### src/rtl/neopix_frame_sched_pkg.sv
// Shared constants for the two-channel neopixel frame scheduler: channel count,
// timing defaults, FSM state codes and the frame-level round-robin pick.
package neopix_pkg;

    localparam int NUM_CH             = 2;
    localparam int DEF_RESET_CYCLES   = 14000;
    localparam int DEF_TIMEOUT_CYCLES = 50000;

    typedef logic [1:0] state_t;

    localparam state_t ST_IDLE   = 2'd0;
    localparam state_t ST_STREAM = 2'd1;
    localparam state_t ST_DRAIN  = 2'd2;
    localparam state_t ST_LATCH  = 2'd3;

    // Only called with at least one request pending; a lone request always wins.
    function automatic logic rr_pick(input logic [NUM_CH-1:0] valid, input logic last_served);
        if (&valid) return ~last_served;
        return valid[1];
    endfunction

endpackage

### src/rtl/neopix_frame_sched_if.sv
// Channel byte streams in, one shared encoder byte stream out.
// master = pixel sources plus encoder; slave = the scheduler.
interface neopix_frame_sched_if;
    import neopix_pkg::*;

    logic [NUM_CH-1:0][7:0] ch_data;
    logic [NUM_CH-1:0]      ch_valid;
    logic [NUM_CH-1:0]      ch_last;
    logic [NUM_CH-1:0]      ch_ready;
    logic [7:0]             enc_data;
    logic                   enc_valid;
    logic                   enc_ready;
    logic                   enc_busy;
    logic                   enc_sel;

    modport master (
        output ch_data, ch_valid, ch_last, enc_ready, enc_busy,
        input  ch_ready, enc_data, enc_valid, enc_sel
    );

    modport slave (
        input  ch_data, ch_valid, ch_last, enc_ready, enc_busy,
        output ch_ready, enc_data, enc_valid, enc_sel
    );

endinterface

### src/rtl/neopix_frame_sched_timer.sv
// Loadable down-counter that parks at zero; shared between the in-frame idle
// timeout and the latch low period.
module neopix_cycle_timer #(
    parameter int WIDTH = 16
) (
    input  logic             clk,
    input  logic             rst,
    input  logic             load,
    input  logic [WIDTH-1:0] load_val,
    input  logic             en,
    output logic             done
);

    logic [WIDTH-1:0] count_q, count_d;

    // NOTE: count_d is given a default before any branch so this block stays purely combinational (no latch).
    always_comb begin
        count_d = count_q;
        if (load) begin
            count_d = load_val;
        end else if (en && (count_q != '0)) begin
            count_d = count_q - WIDTH'(1);
        end
    end

    // NOTE: registered state is only ever updated with non-blocking assignments.
    always_ff @(posedge clk or posedge rst) begin
        if (rst) count_q <= '0;
        else     count_q <= count_d;
    end

    assign done = (count_q == '0);

endmodule

### src/rtl/neopix_frame_sched.sv
// Frame-level round-robin scheduler sharing one neopixel encoder between two
// pixel streams, with an in-frame idle timeout and a latch low period per frame.
module neopix_frame_sched
    import neopix_pkg::*;
#(
    parameter int RESET_CYCLES   = DEF_RESET_CYCLES,
    parameter int TIMEOUT_CYCLES = DEF_TIMEOUT_CYCLES
) (
    input  logic                     clk,
    input  logic                     rst,
    neopix_frame_sched_if.slave      bus,
    output logic                     busy,
    output logic [NUM_CH-1:0]        timeout_err
);

    localparam int CNT_MAX = (RESET_CYCLES > TIMEOUT_CYCLES) ? RESET_CYCLES : TIMEOUT_CYCLES;
    localparam int CNT_W   = $clog2(CNT_MAX + 1);
    localparam logic [CNT_W-1:0] TO_LOAD    = CNT_W'(TIMEOUT_CYCLES - 1);
    localparam logic [CNT_W-1:0] LATCH_LOAD = CNT_W'(RESET_CYCLES - 1);

    state_t            state_q, state_d;
    logic              grant_q, grant_d;
    logic              last_q,  last_d;
    logic [NUM_CH-1:0] err_q,   err_d;

    logic              timer_load, timer_en, timer_done;
    logic [CNT_W-1:0]  timer_val;
    logic              in_stream, g_valid, accept;
    logic [NUM_CH-1:0] ready_vec;

    assign in_stream = (state_q == ST_STREAM);
    assign g_valid   = bus.ch_valid[grant_q];
    assign accept    = in_stream & g_valid & bus.enc_ready;

    always_comb begin
        state_d    = state_q;
        grant_d    = grant_q;
        last_d     = last_q;
        err_d      = err_q;
        timer_load = 1'b0;
        timer_en   = 1'b0;
        timer_val  = '0;
        case (state_q)
            ST_IDLE: begin
                if (|bus.ch_valid) begin
                    grant_d    = rr_pick(bus.ch_valid, last_q);
                    state_d    = ST_STREAM;
                    timer_load = 1'b1;
                    timer_val  = TO_LOAD;
                end
            end
            ST_STREAM: begin
                timer_en = 1'b1;
                // An accepted byte outranks a timeout expiring in the same cycle.
                if (accept) begin
                    timer_load = 1'b1;
                    timer_val  = TO_LOAD;
                    if (bus.ch_last[grant_q]) state_d = ST_DRAIN;
                end else if (timer_done) begin
                    err_d[grant_q] = 1'b1;
                    state_d        = ST_DRAIN;
                end
            end
            ST_DRAIN: begin
                if (!bus.enc_busy) begin
                    state_d    = ST_LATCH;
                    timer_load = 1'b1;
                    timer_val  = LATCH_LOAD;
                end
            end
            ST_LATCH: begin
                timer_en = 1'b1;
                if (timer_done) begin
                    state_d = ST_IDLE;
                    last_d  = grant_q;
                end
            end
            default: state_d = ST_IDLE;
        endcase
    end

    always_ff @(posedge clk or posedge rst) begin
        if (rst) begin
            state_q <= ST_IDLE;
            grant_q <= 1'b0;
            last_q  <= 1'b1;
            err_q   <= '0;
        end else begin
            state_q <= state_d;
            grant_q <= grant_d;
            last_q  <= last_d;
            err_q   <= err_d;
        end
    end

    neopix_cycle_timer #(.WIDTH(CNT_W)) u_timer (
        .clk      (clk),
        .rst      (rst),
        .load     (timer_load),
        .load_val (timer_val),
        .en       (timer_en),
        .done     (timer_done)
    );

    always_comb begin
        ready_vec = '0;
        if (in_stream) ready_vec[grant_q] = bus.enc_ready & g_valid;
    end

    assign bus.ch_ready  = ready_vec;
    assign bus.enc_valid = in_stream & g_valid;
    assign bus.enc_data  = in_stream ? bus.ch_data[grant_q] : 8'h00;
    assign bus.enc_sel   = grant_q;
    assign busy          = (state_q != ST_IDLE);
    assign timeout_err   = err_q;

endmodule

### src/flat_wrapper.sv
// flat-port wrapper written by rule: the top's interface ports become plain ports
module neopix_frame_sched_flat import neopix_pkg::*;
#(
    parameter int RESET_CYCLES   = DEF_RESET_CYCLES,
    parameter int TIMEOUT_CYCLES = DEF_TIMEOUT_CYCLES
)
  (clk, rst, busy, timeout_err, bus_ch_data, bus_ch_valid, bus_ch_last, bus_enc_ready, bus_enc_busy, bus_ch_ready, bus_enc_data, bus_enc_valid, bus_enc_sel);
  neopix_frame_sched_if bus_i ();
  input  logic clk;
  input  logic rst;
  output logic busy;
  output logic [NUM_CH-1:0] timeout_err;
  input wire logic [$bits(bus_i.ch_data)-1:0] bus_ch_data;
  input wire logic [$bits(bus_i.ch_valid)-1:0] bus_ch_valid;
  input wire logic [$bits(bus_i.ch_last)-1:0] bus_ch_last;
  input wire logic [$bits(bus_i.enc_ready)-1:0] bus_enc_ready;
  input wire logic [$bits(bus_i.enc_busy)-1:0] bus_enc_busy;
  output wire logic [$bits(bus_i.ch_ready)-1:0] bus_ch_ready;
  output wire logic [$bits(bus_i.enc_data)-1:0] bus_enc_data;
  output wire logic [$bits(bus_i.enc_valid)-1:0] bus_enc_valid;
  output wire logic [$bits(bus_i.enc_sel)-1:0] bus_enc_sel;
  assign bus_i.ch_data = bus_ch_data;
  assign bus_i.ch_valid = bus_ch_valid;
  assign bus_i.ch_last = bus_ch_last;
  assign bus_i.enc_ready = bus_enc_ready;
  assign bus_i.enc_busy = bus_enc_busy;
  assign bus_ch_ready = bus_i.ch_ready;
  assign bus_enc_data = bus_i.enc_data;
  assign bus_enc_valid = bus_i.enc_valid;
  assign bus_enc_sel = bus_i.enc_sel;
  neopix_frame_sched #(.RESET_CYCLES(RESET_CYCLES), .TIMEOUT_CYCLES(TIMEOUT_CYCLES)) u_core (.clk(clk), .rst(rst), .bus(bus_i), .busy(busy), .timeout_err(timeout_err));
endmodule
### config.mk
export PLATFORM = sky130hd
export DESIGN_NAME = neopix_frame_sched_flat
export DESIGN_NICKNAME = d
export VERILOG_FILES = /design/src/rtl/neopix_frame_sched_pkg.sv /design/src/rtl/neopix_frame_sched_if.sv /design/src/rtl/neopix_frame_sched_timer.sv /design/src/rtl/neopix_frame_sched.sv /design/src/flat_wrapper.sv
export SDC_FILE = /design/constraint.sdc
export NUM_CORES = 1
export LEC_CHECK = 0
export BUFFER_PORTS_ARGS = -buffer_cell sky130_fd_sc_hd__buf_2
export CORE_ASPECT_RATIO = 0.6
export CORE_MARGIN = 2
export CORE_UTILIZATION = 53
export DETAILED_ROUTE_END_ITERATION = 16
export PLACE_DENSITY = 0.75
export SYNTH_ARGS = -nofsm -noshare
export SYNTH_HDL_FRONTEND = slang
export SYNTH_SLANG_ARGS = --single-unit
### constraint.sdc
create_clock -name clk -period 2.9 [get_ports clk]
set_input_delay 0.145 -clock clk [delete_from_list [all_inputs] [get_ports clk]]
set_output_delay 0.145 -clock clk [all_outputs]
set_load 0.05 [all_outputs]
==> results of run 1 <==
-- sequential cells by signal, summed over array words and instances (netlist names) --
name and flops:
u_core.u_timer.count_q 16, u_core.timeout_err 2, u_core.last_q 1, u_core.state_q 2
u_core.bus.enc_sel 1
-- stage by stage --
| stage | utilization, % | cells | hold WS (ns) |
|---|---|---|---|
| 6_report | 63.6 | 252 | 0.0390 |
| 5_1_grt | 63.6 | 252 | 0.119 |
| 4_1_cts | 63.6 | 252 | 0.0693 |
| 3_5_place_dp | 62.1 | 248 | 0.360 |
| 3_3_place_gp | 62.1 | 248 | 0.343 |
| 2_1_floorplan | - | 178 | 0.133 |
-- worst max-delay path by stage --
stage,to,depth (start not counted),from
2_1_floorplan,bus_enc_data[0],4,u_core.bus.enc_sel
3_3_place_gp,u_core.state_q[1],5,u_core.u_timer.count_q[6]
3_5_place_dp,u_core.state_q[1],5,u_core.u_timer.count_q[2]
4_1_cts,u_core.state_q[1],5,u_core.u_timer.count_q[2]
5_1_grt,u_core.u_timer.count_q[14],5,u_core.u_timer.count_q[2]
6_report,u_core.u_timer.count_q[10],5,u_core.u_timer.count_q[2]
-- layout by cell type (no fill, tap or decap), types with 3 or more instances in the layout --
| cell type | count |
|---|---|
| a21o_1 | 3 |
| or3_1 | 4 |
| inv_1 | 9 |
| o22a_1 | 3 |
| xor2_1 | 6 |
| a21oi_1 | 7 |
| nand3_1 | 4 |
| buf_2 | 38 |
| a211oi_1 | 3 |
| a221oi_1 | 4 |
| o2111ai_1 | 3 |
| nor3_1 | 10 |
| o21a_1 | 3 |
| nor2_1 | 17 |
| nand2_1 | 13 |
| clkbuf_8 | 3 |
| mux2i_1 | 9 |
| nor2b_1 | 9 |
| ha_1 | 6 |
| o211ai_1 | 3 |
| or2_2 | 3 |
| dfrtp_1 | 21 |
-- cells in the mapped netlist (2+ instances only) --
master / instances
nor3_1: 10
a2bb2oi_1: 2
nand2b_1: 2
a211oi_1: 3
nand3_1: 4
buf_1: 2
inv_1: 9
o21ai_0: 2
or2_2: 3
nor2_1: 17
mux2i_1: 9
xor2_1: 6
o2111ai_1: 3
ha_1: 6
o22a_1: 3
o22ai_1: 2
nand2_1: 13
or3_1: 4
nor2b_1: 9
buf_6: 2
a21o_1: 3
o21a_1: 3
dfrtp_1: 21
o211ai_1: 3
a31oi_1: 2
a221oi_1: 4
a21oi_1: 7
clkbuf_1: 5
buf_2: 2
-- layout make-up --
type / count / area share, %
inverter: 9 / 1.86
sequential: 22 / 30.4
multi-input combinational: 136 / 51.5
timing repair buffer: 39 / 10.9
tap: 42 / 2.89
clock buffer: 4 / 2.48
-- power by group through the flow --
stage | registers, mW | clock network (mW) | logic, mW
final | 0.575 | 0.201 | 1.25
after global routing | 0.592 | 0.215 | 1.36
after CTS | 0.570 | 0.202 | 1.24
after detailed placement | 0.576 | 0 | 1.23
after global placement | 0.565 | 0 | 1.19
after floorplan | 0.533 | 0 | 1.01
-- per-layer routing --
metal	share of wire (%)	routed length, microns
met3	5.4	219
met4	1.4	55
met1	49	2000
met5	0	0
met2	44	1780
-- cells by family (layout without fill, tap and decap cells) --
| kind of cell | after synthesis | in the layout | synth area share [%] |
|---|---|---|---|
| fa+ha+maj | 6 | 6 | 4.75 |
| flops | 22 | 22 | 34.9 |
| xor+xnor | 6 | 6 | 3.33 |
| compound gates | 47 | 47 | 23.1 |
| simple gates | 66 | 66 | 20.7 |
| mux | 11 | 11 | 7.37 |
| buf+inv | 20 | 52 | 5.86 |
==> impl_metrics.toml, run 1 <==
[logic_synthesis]
synth_top_area_share_pct = 33.3
netlist_top_cells_area = "dfrtp_1, mux2i_1, ha_1"
synthArstFlopShare_pct = 100
synth_nets = 208
avgSynthCellArea_sq_um = 8.87
yosysTopAreaCell = "dfrtp_1"
synth_ff_type = "dfrtp_1"
yosysWarnings = 0
synth_seq_cells = 22
synth_edf_count = 0
ys_types = 46
netlist_area_sq_um = 1580
yosysSeqAreaShare_pct = 34.9
netlist_instances = 178

[power]
clock_power_share_pct = 9.9
switching_share_pct = 52.2
p_total_mw = 2.03
p_int_uw = 969
comb_power_share_pct = 61.7
vdd_ir_drop_max_mv = 0.511
p_leak_nw = 0.812
seqPwrFrac_pct = 28.4
power_density_nw_per_um2 = 1120
power.switching_mw = 1.06

[clocking]
ctsResizeCount = 0
cts-root-buf = "clkbuf_8"
cts_tree = "done"
cts-buffers-inserted = 3
ctsHoldBuffers = 0
cts_setup_buffers = 0
clkSlewWorstSetupHoldPaths_ns = 0.08
cts_buffer_depth = 2
clock_latency_ns = 0.27
cts.sinks = 22
cts_max_level = 1

[min_path]
hold_path_class = "in2async"

[sta]
finalCriticalPeriod_ns = 2.43
finalCritPeriodShare_pct = 83.8
rsz0062_at_grt = "false"
slew_headroom_pct = 43.1
fin_skew_ns = 0.00886
timing.final.max_slew_violations = 0
tightest_slew_ns = 0.853
hold_violations = 0
max_freq_ghz = 0.411
setup-tns-final_ns = 0
setup_viol = 0
setup_slack_ns = 0.469

[global_route]
overflow = 0
top_usage_layer = "met1"
use_met1_pct = 38.2
grt_pass1_vias = 1263
antenna_found_initial = 0
grt_util_met2_pct = 34.0
grt_pass1_wl_microns = 6180
grt_use_met3_pct = 4.81
grt_start_max_net_pins = 23
grt_usage_pct = 24.6

[floorplanning]
die_area_sq_um = 3450
die_w_microns = 74.5
die_h_microns = 46.3
io_pins = 39
row_count = 15
initial_core_util_pct = 55.4
core_area_sq_um = 2850

[finish]
multi_input_comb_area_sq_um = 935
layout.nets = 241
layout-drive-gt1-share_pct = 24.8
fillCellCount = 253
syn2layout_area_growth_pct = 15.0
seq_area_sq_um = 552
fin_area_sq_um = 1820
diodes = 0

[setup_path]
slowest_stage = "or3_1"
r2r-start = "u_core.u_timer.count_q[2]"
cpPeakStageDelay_ns = 0.57
r2r_end = "u_core.u_timer.count_q[10]"
critPathLaunchType = "flip-flop"
rrSetupSlack_ns = 0.47
worstPathArrival_ns = 2.61
cp-end-kind = "flip-flop"
cp_max_fo = 10
crit_chain = "or3_1, or3_1, o21a_1, a31oi_1, a2bb2oi_1"
cp.required_ns = 3.08
path_common_cell = "or3_1"
critPathBufInv = 0
cp_top_family = "simple AND/OR/NAND/NOR gates"
worstSetupPathType = "reg2reg"
r2r_cells = 5

[drt]
viasPerCell = 5.86
vias = 1476
final_antenna_net_count = 0
drt_first_pass_iters = 5
totalWireLength_microns = 4050
drt_iter0_markers = 225
wl_per_cell_microns = 16.1
drc = 0

[place]
portBuffers = 38
hpwl_microns = 3000
gp_congestion = 0.911
place_area_sq_um = 1770
pre_cts_slack_ns = 0.505

[flow_run]
drv_cap = 0

[status]
status = "finished clean"
Note: power is estimated with default switching activity, not from simulation.
==> run 2, diff against run 1 <==
Settings changed: ABC_AREA set to 1, CORE_UTILIZATION 53 to 54, PLACE_DENSITY 0.75 to 0.76.
Clock period 2.9 ns to 2.54 ns, I/O delays scaled along.
==> run 2 against run 1 <==
  * Clock-buffer cell count unchanged
  * Fmax rose by 26%
  * Setup slack better by 0.14 ns
  * Final cell count is 34% higher
  * Largest cell class unchanged
  * Combinational power up 9.6%
==> impl_metrics.toml, run 2 <==
[drt]
drc = 0
viasPerCell = 4.86
drt_iter0_markers = 97
totalWireLength_microns = 3790
wl_per_cell_microns = 11.2
vias = 1641
final_antenna_net_count = 0
drt_first_pass_iters = 4

[global_route]
antenna_found_initial = 0
grt_util_met2_pct = 35.6
top_usage_layer = "met2"
grt_pass1_vias = 1396
grt_start_max_net_pins = 23
overflow = 0
grt_usage_pct = 23.0
grt_pass1_wl_microns = 6390
grt_use_met3_pct = 7.12
use_met1_pct = 32.1

[finish]
largest_register_ffs = 16
syn2layout_area_growth_pct = 14.9
fillCellCount = 275
layout-drive-gt1-share_pct = 21.6
fin_area_sq_um = 1950
final_common_cell = "nand2_1"
diodes = 0
most-common-layout-cells = "nand2_1, nor2_1, buf_2"
final_cells = 338
seq_area_sq_um = 552
layout.nets = 327
multi_input_comb_area_sq_um = 975
largest_register = "u_core.u_timer.count_q"

[setup_path]
cp.required_ns = 2.70
worstSetupPathType = "reg2reg"
cp-end-kind = "flip-flop"
worstPathArrival_ns = 2.09
critPathLaunchType = "flip-flop"
cp_max_fo = 14

[power]
p_total_mw = 2.19
power_density_nw_per_um2 = 1120
p_leak_nw = 1.09
vdd_ir_drop_max_mv = 0.635

[sta]
tightest_slew_ns = 0.830
hold_violations = 0
setup-tns-final_ns = 0
setup_viol = 0
finalCriticalPeriod_ns = 1.93
timing.final.max_slew_violations = 0
setup_slack_ns = 0.608
finalCritPeriodShare_pct = 76.1
slew_headroom_pct = 44.6
rsz0062_at_grt = "false"
fin_skew_ns = 0.00408
max_freq_ghz = 0.518

[clocking]
cts-buffers-inserted = 3
ctsResizeCount = 0
clkSlewWorstSetupHoldPaths_ns = 0.08
cts_setup_buffers = 0
cts-root-buf = "clkbuf_8"
cts_max_level = 1
cts_tree = "done"
cts.sinks = 22
ctsHoldBuffers = 0
clock_latency_ns = 0.26
cts_buffer_depth = 2

[place]
place_area_sq_um = 1900
place_inst = 334
hpwl_microns = 2990
pre_cts_slack_ns = 0.620
portBuffers = 38
gp_congestion = 0.887

[min_path]
hold_path_class = "in2async"

[logic_synthesis]
netlist_instances = 259
yosysTopAreaCell = "dfrtp_1"
synthArstFlopShare_pct = 100
yosysWarnings = 0
synth_edf_count = 0
avgSynthCellArea_sq_um = 6.54
synth_most_common_cell = "nand2_1"
ys_types = 27
netlist_area_sq_um = 1690
synth_seq_cells = 22
yosysSeqAreaShare_pct = 32.6
synth_nets = 289
synth_top_area_share_pct = 31.0
synth_ff_type = "dfrtp_1"
netlist_top_cells_area = "dfrtp_1, nand2_1, nor2_1"
synthTopCellsByCount = "nand2_1, nor2_1, inv_1"

[floorplanning]
core_area_sq_um = 2930
row_count = 15
io_pins = 39
initial_core_util_pct = 57.8
die_w_microns = 76.3
die_h_microns = 47.4
die_area_sq_um = 3610

[status]
status = "finished clean"

[flow_run]
drv_cap = 0
==> run 2: changes by cell type after synthesis, moves of 4 or more <==
cell and change:
nor2b_1 -9, xor2_1 -4, nand3_1 +12, a221oi_1 -4, nand2_2 +5, nand2_1 +63, nor3_1 -10, inv_1 +24
nor2_1 +26, mux2i_1 -9, nor2_2 +4, or3_1 -4, o21ai_0 +14, nand4_1 +4
==> run 2: layout make-up <==
cell class / count / share of cell area (%)
Clock buffer: 4 / 2.32
Inverter: 35 / 6.75
Multi-Input combinational cell: 197 / 50.1
Sequential cell: 22 / 28.4
Tap cell: 42 / 2.70
Timing Repair Buffer: 38 / 9.77
==> run 2: report_power, final <==
group | switching (mW) | leakage, nW | total (mW) | internal (mW)
sequential | 0.139 | 0.256 | 0.598 | 0.459
clock | 0.110 | 0.0228 | 0.222 | 0.112
combinational | 0.976 | 0.812 | 1.37 | 0.389
==> run 2: metal layers <==
layer  wire, microns  vias up
met5               0        -
met2            1380       46
li1                -      886
met1            2060      704
met3             311        5
met4              34        0
==> run 2: cell families (layout without fill, tap and decap cells) <==
kind of cell / Yosys count / count (layout) / synth area share, %
simple gates: 160 / 160 / 42.4
fa+ha+maj: 6 / 6 / 4.43
xor+xnor: 2 / 2 / 1.03
compound gates: 29 / 29 / 9.68
flops: 22 / 22 / 32.6
buf+inv: 40 / 77 / 9.83
==> run 2: metrics by stage <==
| step | util (%) | hold WS (ns) |
|---|---|---|
| 2_1_floorplan | - | 0.115 |
| 3_3_place_gp | 64.9 | 0.335 |
| 3_5_place_dp | 64.9 | 0.345 |
| 4_1_cts | 66.5 | 0.0566 |
| 5_1_grt | 66.5 | 0.111 |
| 6_report | 66.5 | 0.0174 |
==> run 2: final timing paths <==
path                            depth (start not counted)  slack [ns]                        end                   from
worst max-delay path                                   11        0.61  u_core.u_timer.count_q[7]      u_core.state_q[1]
worst min-delay path                                    2        0.02  u_core.u_timer.count_q[9]                    rst
worst max register to register                         11        0.61  u_core.u_timer.count_q[7]      u_core.state_q[1]
worst min register to register                          1        0.49      u_core.timeout_err[1]  u_core.timeout_err[1]
max in group asynchronous                               2        2.01      u_core.timeout_err[0]                    rst
min in group clk                                        3        0.17         u_core.bus.enc_sel        bus_ch_valid[1]
==> run 2: worst max-delay path: stages, from the launching register on <==
cell and delay [ns]:
dfrtp_1 0.43, inv_1 0.10, ha_1 0.38, nand2_1 0.15, inv_1 0.09, nand2_2 0.08, nand3_2 0.09, nand2_4 0.12
nand2_4 0.19, inv_1 0.09, nand2_1 0.06, nand2_1 0.05
